File: src/rtl/lc3_fetch_if.sv
// Fetch-unit bus: the PC-update request from the control FSM and the instruction-memory
// address port going out to the BRAM.
interface lc3_fetch_if #(
  parameter int ADDR_W = 16
);
  logic              fetch_start;
  logic [3:0]        opCode_in;
  logic [8:0]        offset_in;
  logic [ADDR_W-1:0] reg_in;
  logic [2:0]        br_nzp;
  logic [2:0]        result_nzp;
  logic [ADDR_W-1:0] addr_out;
  logic              wea_out;
  logic [ADDR_W-1:0] pc;

  modport master (
    output fetch_start, opCode_in, offset_in, reg_in, br_nzp, result_nzp,
    input  addr_out, wea_out, pc
  );

  modport slave (
    input  fetch_start, opCode_in, offset_in, reg_in, br_nzp, result_nzp,
    output addr_out, wea_out, pc
  );
endinterface

File: src/rtl/lc3_fetch.sv
// LC-3 instruction fetch / PC update: sequential, BR, JMP/RET next-PC with a registered fetch address.
// Optional macro FETCH_TRAP_EN: TRAP (1111) jumps to zero-extended trapvect8.
module lc3_fetch #(
  parameter int                ADDR_W   = 16,
  parameter logic [ADDR_W-1:0] RESET_PC = '0
) (
  input  logic            clk,
  input  logic            rst_n,
  lc3_fetch_if.slave      bus
);

  typedef enum logic {IDLE, ISSUE} state_t;

  localparam logic [3:0] OP_BR   = 4'b0000;
  localparam logic [3:0] OP_JMP  = 4'b1100;
  localparam logic [3:0] OP_TRAP = 4'b1111;

  state_t            state_q, state_d;
  logic [ADDR_W-1:0] pc_q, pc_d;
  logic [ADDR_W-1:0] addr_q, addr_d;
  logic [ADDR_W-1:0] next_pc;

  function automatic logic [ADDR_W-1:0] sext9(input logic [8:0] off);
    return {{(ADDR_W-9){off[8]}}, off};
  endfunction

  function automatic logic [ADDR_W-1:0] calc_next_pc(
    input logic [ADDR_W-1:0] cur_pc,
    input logic [3:0]        op,
    input logic [8:0]        off,
    input logic [ADDR_W-1:0] base_r,
    input logic [2:0]        br_cc,
    input logic [2:0]        res_cc
  );
    logic [ADDR_W-1:0] seq_pc;
    seq_pc = cur_pc + {{(ADDR_W-1){1'b0}}, 1'b1};
    case (op)
      // br_cc of 000 never intersects the condition codes, so it is never taken
      OP_BR:   calc_next_pc = ((br_cc & res_cc) != 3'b000) ? seq_pc + sext9(off) : seq_pc;
      OP_JMP:  calc_next_pc = base_r;
`ifdef FETCH_TRAP_EN
      OP_TRAP: calc_next_pc = {{(ADDR_W-8){1'b0}}, off[7:0]};
`endif
      default: calc_next_pc = seq_pc;
    endcase
  endfunction

  assign next_pc = calc_next_pc(pc_q, bus.opCode_in, bus.offset_in, bus.reg_in,
                                bus.br_nzp, bus.result_nzp);

  always_comb begin
    state_d = state_q;
    pc_d    = pc_q;
    addr_d  = addr_q;
    case (state_q)
      IDLE: begin
        if (bus.fetch_start) begin
          state_d = ISSUE;
          pc_d    = next_pc;
          addr_d  = next_pc;
        end
      end
      // a request arriving while the address is being presented is dropped
      ISSUE: state_d = IDLE;
      default: state_d = IDLE;
    endcase
  end

  always_ff @(posedge clk) begin
    if (rst_n) begin
      state_q <= IDLE;
      pc_q    <= RESET_PC;
      addr_q  <= RESET_PC;
    end else begin
      state_q <= state_d;
      pc_q    <= pc_d;
      addr_q  <= addr_d;
    end
  end

  assign bus.pc       = pc_q;
  assign bus.addr_out = addr_q;
  assign bus.wea_out  = 1'b0;

endmodule

File: src/flat_wrapper.sv
// flat-port wrapper written by rule: the top's interface ports become plain ports
module lc3_fetch_flat 
#(
  parameter int                ADDR_W   = 16,
  parameter logic [ADDR_W-1:0] RESET_PC = '0
)
  (clk, rst_n, bus_fetch_start, bus_opCode_in, bus_offset_in, bus_reg_in, bus_br_nzp, bus_result_nzp, bus_addr_out, bus_wea_out, bus_pc);
  lc3_fetch_if #(.ADDR_W(ADDR_W)) bus_i ();
  input  logic clk;
  input  logic rst_n;
  input wire logic [$bits(bus_i.fetch_start)-1:0] bus_fetch_start;
  input wire logic [$bits(bus_i.opCode_in)-1:0] bus_opCode_in;
  input wire logic [$bits(bus_i.offset_in)-1:0] bus_offset_in;
  input wire logic [$bits(bus_i.reg_in)-1:0] bus_reg_in;
  input wire logic [$bits(bus_i.br_nzp)-1:0] bus_br_nzp;
  input wire logic [$bits(bus_i.result_nzp)-1:0] bus_result_nzp;
  output wire logic [$bits(bus_i.addr_out)-1:0] bus_addr_out;
  output wire logic [$bits(bus_i.wea_out)-1:0] bus_wea_out;
  output wire logic [$bits(bus_i.pc)-1:0] bus_pc;
  assign bus_i.fetch_start = bus_fetch_start;
  assign bus_i.opCode_in = bus_opCode_in;
  assign bus_i.offset_in = bus_offset_in;
  assign bus_i.reg_in = bus_reg_in;
  assign bus_i.br_nzp = bus_br_nzp;
  assign bus_i.result_nzp = bus_result_nzp;
  assign bus_addr_out = bus_i.addr_out;
  assign bus_wea_out = bus_i.wea_out;
  assign bus_pc = bus_i.pc;
  lc3_fetch #(.ADDR_W(ADDR_W), .RESET_PC(RESET_PC)) u_core (.clk(clk), .rst_n(rst_n), .bus(bus_i));
endmodule
File: config.mk
export PLATFORM = sky130hd
export DESIGN_NAME = lc3_fetch_flat
export DESIGN_NICKNAME = d
export VERILOG_FILES = /design/src/rtl/lc3_fetch_if.sv /design/src/rtl/lc3_fetch.sv /design/src/flat_wrapper.sv
export SDC_FILE = /design/constraint.sdc
export NUM_CORES = 1
export LEC_CHECK = 0
export BUFFER_PORTS_ARGS = -buffer_cell sky130_fd_sc_hd__clkbuf_2
export CAP_MARGIN = 0
export CORE_ASPECT_RATIO = 0.75
export CORE_MARGIN = 3
export CORE_UTILIZATION = 50
export DETAILED_ROUTE_END_ITERATION = 6
export HOLD_SLACK_MARGIN = 0.03
export PLACE_DENSITY = 0.76
export RECOVER_POWER = 25
export SLEW_MARGIN = 20
export SYNTH_ARGS = -nofsm -noshare
export SYNTH_HDL_FRONTEND = slang
export SYNTH_SLANG_ARGS = --single-unit
File: constraint.sdc
create_clock -name clk -period 5.27 [get_ports clk]
set_clock_uncertainty 0.05 [all_clocks]
set_input_delay 1.054 -clock clk [delete_from_list [all_inputs] [get_ports clk]]
set_output_delay 1.054 -clock clk [all_outputs]
set_load 0.03 [all_outputs]
# Word level (Yosys, flattened, before mapping)

Index checks and enable logic that the tools add are counted.

Multipliers: 0
Add/sub/neg operators: 2
Equal/unequal tests: 1
Divide/modulo/power cells: 0
Reductions and logical operators: 3
Shift-type cells: 0
Bitwise operators: 2
Multiplexer cells: 4
Order comparisons: 0

Operators with widths:

| operator                                                        | count |
|---|---|
| 16-bit case mux with 2 select lines                             | 1 |
| 16-bit by 1-bit adder with 16-bit output, second input constant | 1 |
| 16-bit adder                                                    | 1 |
| 16-bit 2-to-1 mux                                               | 1 |
| 4-bit equality test, second input constant                      | 1 |
| 4-bit zero test                                                 | 1 |
| 3-bit bitwise AND                                               | 1 |
| 3-bit nonzero test                                              | 1 |
| 1-bit case mux with 2 select lines                              | 1 |
| 2-bit AND reduction                                             | 1 |
| 1-bit 2-to-1 mux                                                | 1 |
| 1-bit NOT                                                       | 1 |

Latch bits: 0
Flip-flop bits (word level): 17
Memories kept: 0
Logic and storage cells: 14
Input bits: 38
Output and inout port bits: 33
Memory bits (writable): 0
ROM bits: 0

# Depth between registers and ports, before layout

Gate-level depths: netlist of run 1.

Depth in word-level cells: 4
Depth in mapped cells: 13
Mapped depth without buffers: 13

# Worst setup path after synthesis of run 1

Ideal clock, no wire load.

Kind: reg-to-reg
From: register u_core.pc_q[0] (netlist: u_core.bus.pc[0])
To: register u_core.pc_q[15] (netlist: u_core.bus.pc[15])
Arrival time: 3048 ps
Slack: 2099 ps
Cell stages (with the launch flop): 13
Library setup time: 73 ps
Cells stage by stage: dfxtp_1 > ha_1 > nand3_1 > nor2_1 > xor2_1 > ha_1 > a21oi_1 > o211ai_2 > a31oi_2 > o21ai_2 > a31oi_1 > mux4_2 > o211ai_2

Cells in the longest elaborated chain, start to end: 4

RTL lines:

| what                                         | line            | RTL |
|---|---|---|
| from (decl)                                  | lc3_fetch.sv:19 | `logic [ADDR_W-1:0] pc_q, pc_d;` |
| from (signal assigned)                       | lc3_fetch.sv:76 | `pc_q <= pc_d;` |
| 16-bit by 1-bit adder with 16-bit output (*) | lc3_fetch.sv:36 | `seq_pc = cur_pc + {{(ADDR_W-1){1'b0}}, 1'b1};` |
| 16-bit adder                                 | lc3_fetch.sv:39 | `OP_BR: calc_next_pc = ((br_cc & res_cc) != 3'b000) ? seq_pc + sext9(off) : seq_pc;` |
| 16-bit 2-to-1 mux                            | lc3_fetch.sv:39 |  |
| 16-bit case mux with 2 select lines (*)      | lc3_fetch.sv:37 | `case (op)` |

Mark *: on every way between the ends. The rest lies on a longest branch, timed or not.
A chain may end at the register's enable or synchronous reset.

# Worst setup path after layout of run 1

Same ends and word-level chain as after synthesis.

==> results.json, run 1 <==
{
  "grt_pass1_vias": 2004,
  "critPathMaxStageDelay_ps": 540,
  "pwr-share-clk": 0.200,
  "core_area_mm2": 0.003875,
  "routedWlPerCell_um": 16.25,
  "setup_tns_ps": 0,
  "initial_core_util": 0.5521,
  "rows": 19,
  "finalSetupViolations": 0,
  "synthAdderAreaFrac": 0.1322,
  "avgSynthCellArea_um2": 7.724,
  "yosysWarnings": 0,
  "cts_tree": "done",
  "n_fill_cell": 334,
  "p_int_mw": 0.2837,
  "startpoint_type": "flop",
  "grt_max_degree": 22,
  "crit_chain": "ha_1 -> nand3_1 -> nor2_1 -> xor2_1 -> ha_1 -> a21oi_1 -> o211ai_2 -> a31oi_2 -> o21ai_2 -> a31oi_1 -> mux4_2 -> o211ai_2",
  "ys.flop_type": "dfxtp_1",
  "status": "completed",
  "numPortBuffers": 69,
  "fin_crit_sh": 0.6574,
  "die_x_um": 81.54,
  "p_comb_frac": 0.494,
  "cts_buffer_depth": 2,
  "crit_slowest_cell": "mux4_2",
  "criticalPathCategory": "reg2reg",
  "finalHoldViolCount": 0,
  "dieArea_mm2": 0.005108,
  "cp_data_arrival_time_ps": 3600,
  "holdCritPathClass": "reg2reg",
  "dp_cells": 374,
  "antenna_found_initial": 0,
  "timing.fmax_mhz": 288.6,
  "critPathMaxFanout": 7,
  "post_cts_resized": 0,
  "clk_pin_slew_ps": 70,
  "synth-simple-area-share": 0.2205,
  "synth_compound_area_frac": 0.2725,
  "areaGrowthSynthToFinish_pct": 13.68,
  "vias": 2274,
  "first_iter_violations": 285,
  "cts_made_buffers": 3,
  "p_leak_nw": 1.092,
  "area.sequential_um2": 340.3,
  "grtUsageTotal": 0.2465,
  "clk-insertion-delay-late_ps": 250,
  "switching_share": 0.4350,
  "root_buffer": "clkbuf_8",
  "postCtsSetupRepairBufs": 0,
  "required_ps": 5400,
  "rsz0062_at_grt": "false",
  "synth_cell_types": 58,
  "slew_headroom": 0.4603,
  "avgViaCountPerCell": 6.016,
  "ant_nets": 0,
  "ys_seq_elements": 17,
  "nets": 387,
  "synthMuxAreaShare": 0.01520,
  "ioPinCount": 71,
  "drive_above_1_share": 0.2485,
  "die_h_um": 62.65,
  "cap_viol_max_count": 0,
  "fin_crit_ps": 3465,
  "gr-total-overflow": 0,
  "postCtsHoldBufs": 0,
  "wirelength_mm": 6.143,
  "seqPwrFrac": 0.306,
  "gp_congestion": 0.8981,
  "synth_top_family_by_area": "compound AO/OA/AOI/OAI gates",
  "drc_errors": 0,
  "end_kind": "flop",
  "h-tree-depth": 1,
  "tightest_slew_ps": 809.6,
  "seq_area_frac_synth": 0.1591,
  "hpwl_mm": 4.927,
  "postSynthCellCount": 277,
  "async_flop_share": 0,
  "cts_num_sinks": 17,
  "ir_drop_v": 0.0001113,
  "p_sw_mw": 0.2184,
  "syn_nets": 337,
  "final_cells": 378,
  "synth_area_mm2": 0.002140,
  "power.density_mw_per_mm2": 206.4,
  "multiInputGateArea_mm2": 0.001598,
  "n_antenna_cell": 0,
  "synth_edf_count": 0,
  "grt_pass1_wl_mm": 9.977,
  "synth-xor-area-share": 0.1023,
  "maxSlewViolCount": 0,
  "firstDrtPassIters": 5
}
==> metrics by stage <==
| step | utilization | cell area [um^2] | worst slack (ps) | power, mW | hold WS (ps) |
|---|---|---|---|---|---|
| finish | 0.6277 | 2432 | 1805 | 0.5021 | 512.6 |
| global placement | 0.6196 | 2401 | 2047 | 0.3974 | 486.4 |
| CTS | 0.6313 | 2446 | 1841 | 0.4991 | 512.4 |
| floorplan | - | 2140 | 2099 | 0.3436 | 601.8 |
| detailed placement | 0.6196 | 2401 | 1921 | 0.4006 | 496.6 |
| global route | 0.6277 | 2432 | 1594 | 0.5339 | 544.1 |
==> routing by layer <==
| layer | GRT usage | vias to the layer above | share of wire |
|---|---|---|---|
| met5 | 0 | - | 0 |
| met4 | 0.06751 | 0 | 0.0093 |
| met3 | 0.02450 | 9 | 0.093 |
| met2 | 0.3364 | 120 | 0.41 |
| met1 | 0.3960 | 1046 | 0.49 |
| li1 | - | 1099 | - |
==> worst max-delay path: cells and delay by family (launching register included) <==
kind                       cells  cell delay [ps]
and+or+nand+nor                2              350
AOI/OAI and AO/OA              6             1000
xor gates and xnor gates       1              390
DFF                            1              450
adders and majority gates      2              610
muxes                          1              540
==> cell type report <==
cell class,count,area share
Clock buffer,4,0.01852
Inverter,6,0.009259
Multi-Input combinational cell,226,0.6569
Sequential cell,17,0.1399
Tap cell,52,0.02675
Timing Repair Buffer,73,0.1487
==> flip-flops by register name, indices dropped and copies added (netlist names) <==
register and count:
u_core.state_q 1, u_core.bus.pc 16
==> logic make-up after synthesis <==
family                     after synthesis
buffers and inverters                   34
xor gates and xnor gates                25
and+or+nand+nor                         96
AOI/OAI and AO/OA                       80
other                                    1
adders and majority gates               22
muxes                                    2
DFF                                     17
==> worst paths after layout <==
path,startpoint,to,slack [ps],depth (start not counted)
min reg2reg,u_core.bus.pc[13],u_core.bus.pc[13],510,2
max,u_core.bus.pc[0],u_core.bus.pc[15],1810,12
max reg2reg,u_core.bus.pc[0],u_core.bus.pc[15],1810,12
min,u_core.bus.pc[13],u_core.bus.pc[13],510,2
==> Yosys cell counts, drive strengths merged (2+ instances only) <==
cell type | count | share of area
a211oi | 7 | 0.027
a21o | 3 | 0.011
a21oi | 21 | 0.049
a221o | 5 | 0.023
a221oi | 8 | 0.036
a31oi | 3 | 0.012
and2 | 2 | 0.0058
and3 | 3 | 0.0088
buf | 23 | 0.077
clkbuf | 5 | 0.0088
dfxtp | 17 | 0.16
ha | 21 | 0.12
inv | 6 | 0.011
nand2 | 23 | 0.040
nand2b | 6 | 0.020
nand3 | 7 | 0.016
nand4 | 2 | 0.0058
nor2 | 29 | 0.056
nor2b | 3 | 0.0088
nor3 | 12 | 0.028
o2111ai | 2 | 0.0082
o211ai | 6 | 0.028
o21ai | 14 | 0.035
o2bb2ai | 3 | 0.012
or2 | 2 | 0.0059
or3 | 3 | 0.0094
xnor2 | 16 | 0.065
xor2 | 9 | 0.037
==> power groups by stage <==
| stage | clock (mW) | combinational (mW) | sequential [mW] |
|---|---|---|---|
| after detailed placement | 0 | 0.244 | 0.157 |
| after floorplan | 0 | 0.172 | 0.172 |
| after global routing | 0.107 | 0.271 | 0.156 |
| final | 0.100 | 0.248 | 0.154 |
| after CTS | 0.100 | 0.245 | 0.154 |
| after global placement | 0 | 0.242 | 0.156 |
==> placed cells by master (no fill, tap or decap), types with 4 or more instances in the layout <==
cell type,synthesis,layout
clkbuf_2,0,58
nor2_1,27,27
nand2_1,23,23
a21oi_1,21,21
ha_1,21,21
dfxtp_1,17,17
xnor2_1,16,16
clkbuf_1,5,12
nor3_1,12,11
xor2_1,9,9
o21ai_0,9,9
nand3_1,7,7
a221oi_1,7,7
inv_1,6,6
a211oi_1,6,6
a221o_1,5,5
o21ai_1,4,4
nand2b_1,4,4
buf_4,18,4
Power figures use the tool's default switching activity.
==> inputs of run 2 (changes only) <==
--- a/config.mk
+++ b/config.mk
@@ -9,10 +9,10 @@
 export CAP_MARGIN = 0
 export CORE_ASPECT_RATIO = 0.75
 export CORE_MARGIN = 3
-export CORE_UTILIZATION = 50
+export CORE_UTILIZATION = 47
 export DETAILED_ROUTE_END_ITERATION = 6
 export HOLD_SLACK_MARGIN = 0.03
-export PLACE_DENSITY = 0.76
+export PLACE_DENSITY = 0.75
 export RECOVER_POWER = 25
 export SLEW_MARGIN = 20
 export SYNTH_ARGS = -nofsm -noshare
==> constraint.sdc (replaced) <==
create_clock -name clk -period 2.95 [get_ports clk]
set_clock_uncertainty 0.05 [all_clocks]
set_input_delay 0.59 -clock clk [delete_from_list [all_inputs] [get_ports clk]]
set_output_delay 0.59 -clock clk [all_outputs]
set_load 0.03 [all_outputs]
==> run 2 against run 1 <==
Compared with the run above: global-route usage is 2.4 points lower; largest cell class unchanged; clock power is 77% higher; routed wire length is 7.2% higher; sequential share of layout area is 1.3 points lower; sequential power is 77% higher.
==> results.json, run 2 (synthesis results as in run 1) <==
{
  "status": "completed",
  "numPortBuffers": 69,
  "met3_usage": 0.02795,
  "vias": 2380,
  "ioPinCount": 71,
  "gr-total-overflow": 0,
  "finalHoldViolCount": 0,
  "fin_crit_ps": 2858,
  "drc_errors": 0,
  "rows": 20,
  "ant_nets": 0,
  "first_iter_violations": 238,
  "p_leak_nw": 1.268,
  "gp_congestion": 0.9070,
  "fin_crit_sh": 0.9690,
  "die_x_um": 83.91,
  "cts_tree": "done",
  "avgViaCountPerCell": 5.848,
  "wirelength_mm": 6.583,
  "nets": 413,
  "clk_pin_slew_ps": 70,
  "top_usage_layer": "met1",
  "cts_made_buffers": 3,
  "n_antenna_cell": 0,
  "finalSetupViolations": 0,
  "tightest_slew_ps": 800.1,
  "grt_pass1_wl_mm": 9.825,
  "end_kind": "flop",
  "ir_drop_v": 0.0002349,
  "final_cell_mix": "clkbuf_2, buf_4, nor2_1",
  "h-tree-depth": 1,
  "layout_commonest_cell": "clkbuf_2",
  "cts_buffer_depth": 2,
  "die_h_um": 64.43,
  "largest_reg_flops": 16,
  "grt_use_met1": 0.3521,
  "required_ps": 3090,
  "grtUsageMet2": 0.3185,
  "power_mw": 0.9597,
  "holdCritPathClass": "reg2reg",
  "power.density_mw_per_mm2": 343.3,
  "core_area_mm2": 0.004204,
  "clk-insertion-delay-late_ps": 250,
  "antenna_found_initial": 0,
  "dieArea_mm2": 0.005406,
  "critPathMaxFanout": 4,
  "startpoint_type": "flop",
  "areaGrowthSynthToFinish_pct": 30.64,
  "multiInputGateArea_mm2": 0.001747,
  "grtUsageTotal": 0.2229,
  "n_fill_cell": 372,
  "slew_headroom": 0.4666,
  "holdWs_ps": 493.7,
  "grt_pass1_vias": 1991,
  "routedWlPerCell_um": 16.17,
  "firstDrtPassIters": 5,
  "postLayoutCellArea_mm2": 0.002795,
  "cts_num_sinks": 17,
  "grt_max_degree": 22,
  "cp_data_arrival_time_ps": 3000,
  "root_buffer": "clkbuf_8",
  "timing.fmax_mhz": 349.8,
  "area.sequential_um2": 354.1,
  "fin_util": 0.6649,
  "post_dp_cell_area_mm2": 0.002569,
  "maxSlewViolCount": 0,
  "hpwl_mm": 5.065,
  "criticalPathCategory": "reg2reg",
  "drive_above_1_share": 0.3892,
  "cap_viol_max_count": 0,
  "initial_core_util": 0.5089
}
## run 2: changes by cell type in the layout (fill, tap and decap cells not counted), moves of 4 or more
cell and delta:
xnor2_2 +4, buf_4 +26, dfxtp_2 +5, xor2_1 -4
dfxtp_1 -7, xnor2_1 -4
## run 2: final timing paths
path                            slack [ps]        startpoint           endpoint  depth (start not counted)
worst max-delay path                    90  u_core.bus.pc[0]  u_core.bus.pc[15]                         12
worst max register to register          90  u_core.bus.pc[0]  u_core.bus.pc[15]                         12
worst min-delay path                   490  u_core.bus.pc[5]   u_core.bus.pc[5]                          2
worst min register to register         490  u_core.bus.pc[5]   u_core.bus.pc[5]                          2
## run 2: through the flow
| step | cells | TNS, ps | worst slack, ps |
|---|---|---|---|
| after floorplan | 277 | 0 | 11.25 |
| after global placement | 397 | 0 | 40.70 |
| after detailed placement | 397 | -11.53 | -11.53 |
| after CTS | 401 | 0 | 40.87 |
| after global routing | 407 | -216.6 | -77.48 |
| final | 407 | 0 | 91.52 |
## run 2: area by class of cell
cell class / instances / share of cell area
repair buffers: 99 / 0.1996
inverters: 6 / 0.008057
well taps: 55 / 0.02462
clock buffers: 4 / 0.01611
multi-input cells: 226 / 0.6249
flip-flops and latches: 17 / 0.1267
## run 2: critical path, stage by stage, from the launching register on
cell and delay (ps):
dfxtp_4 340, ha_1 230, nand3_4 130, nor3_2 150, xor2_1 290, ha_1 310
a21oi_1 120, o21ai_0 110, a31oi_2 200, o21ai_2 90, a31oi_2 180, mux4_2 530
o211ai_2 80
## run 2: power breakdown
group / total [mW] / internal (mW) / switching (mW)
clock network: 0.177 / 0.0959 / 0.0814
registers: 0.273 / 0.248 / 0.0247
logic: 0.510 / 0.204 / 0.305
## run 2: timing repair
action,in CTS,in global routing
cloned,0,0
hold buffers,0,0
endpoints found under the setup margin,1,3
pin swaps,2,11
setup buffers,0,6
gates resized for setup,1,24
## run 2: layer usage
metal	share of wire	vias up
met5	0	-
met4	0.0081	0
met3	0.097	8
met2	0.42	128
met1	0.47	1089
li1	-	1155
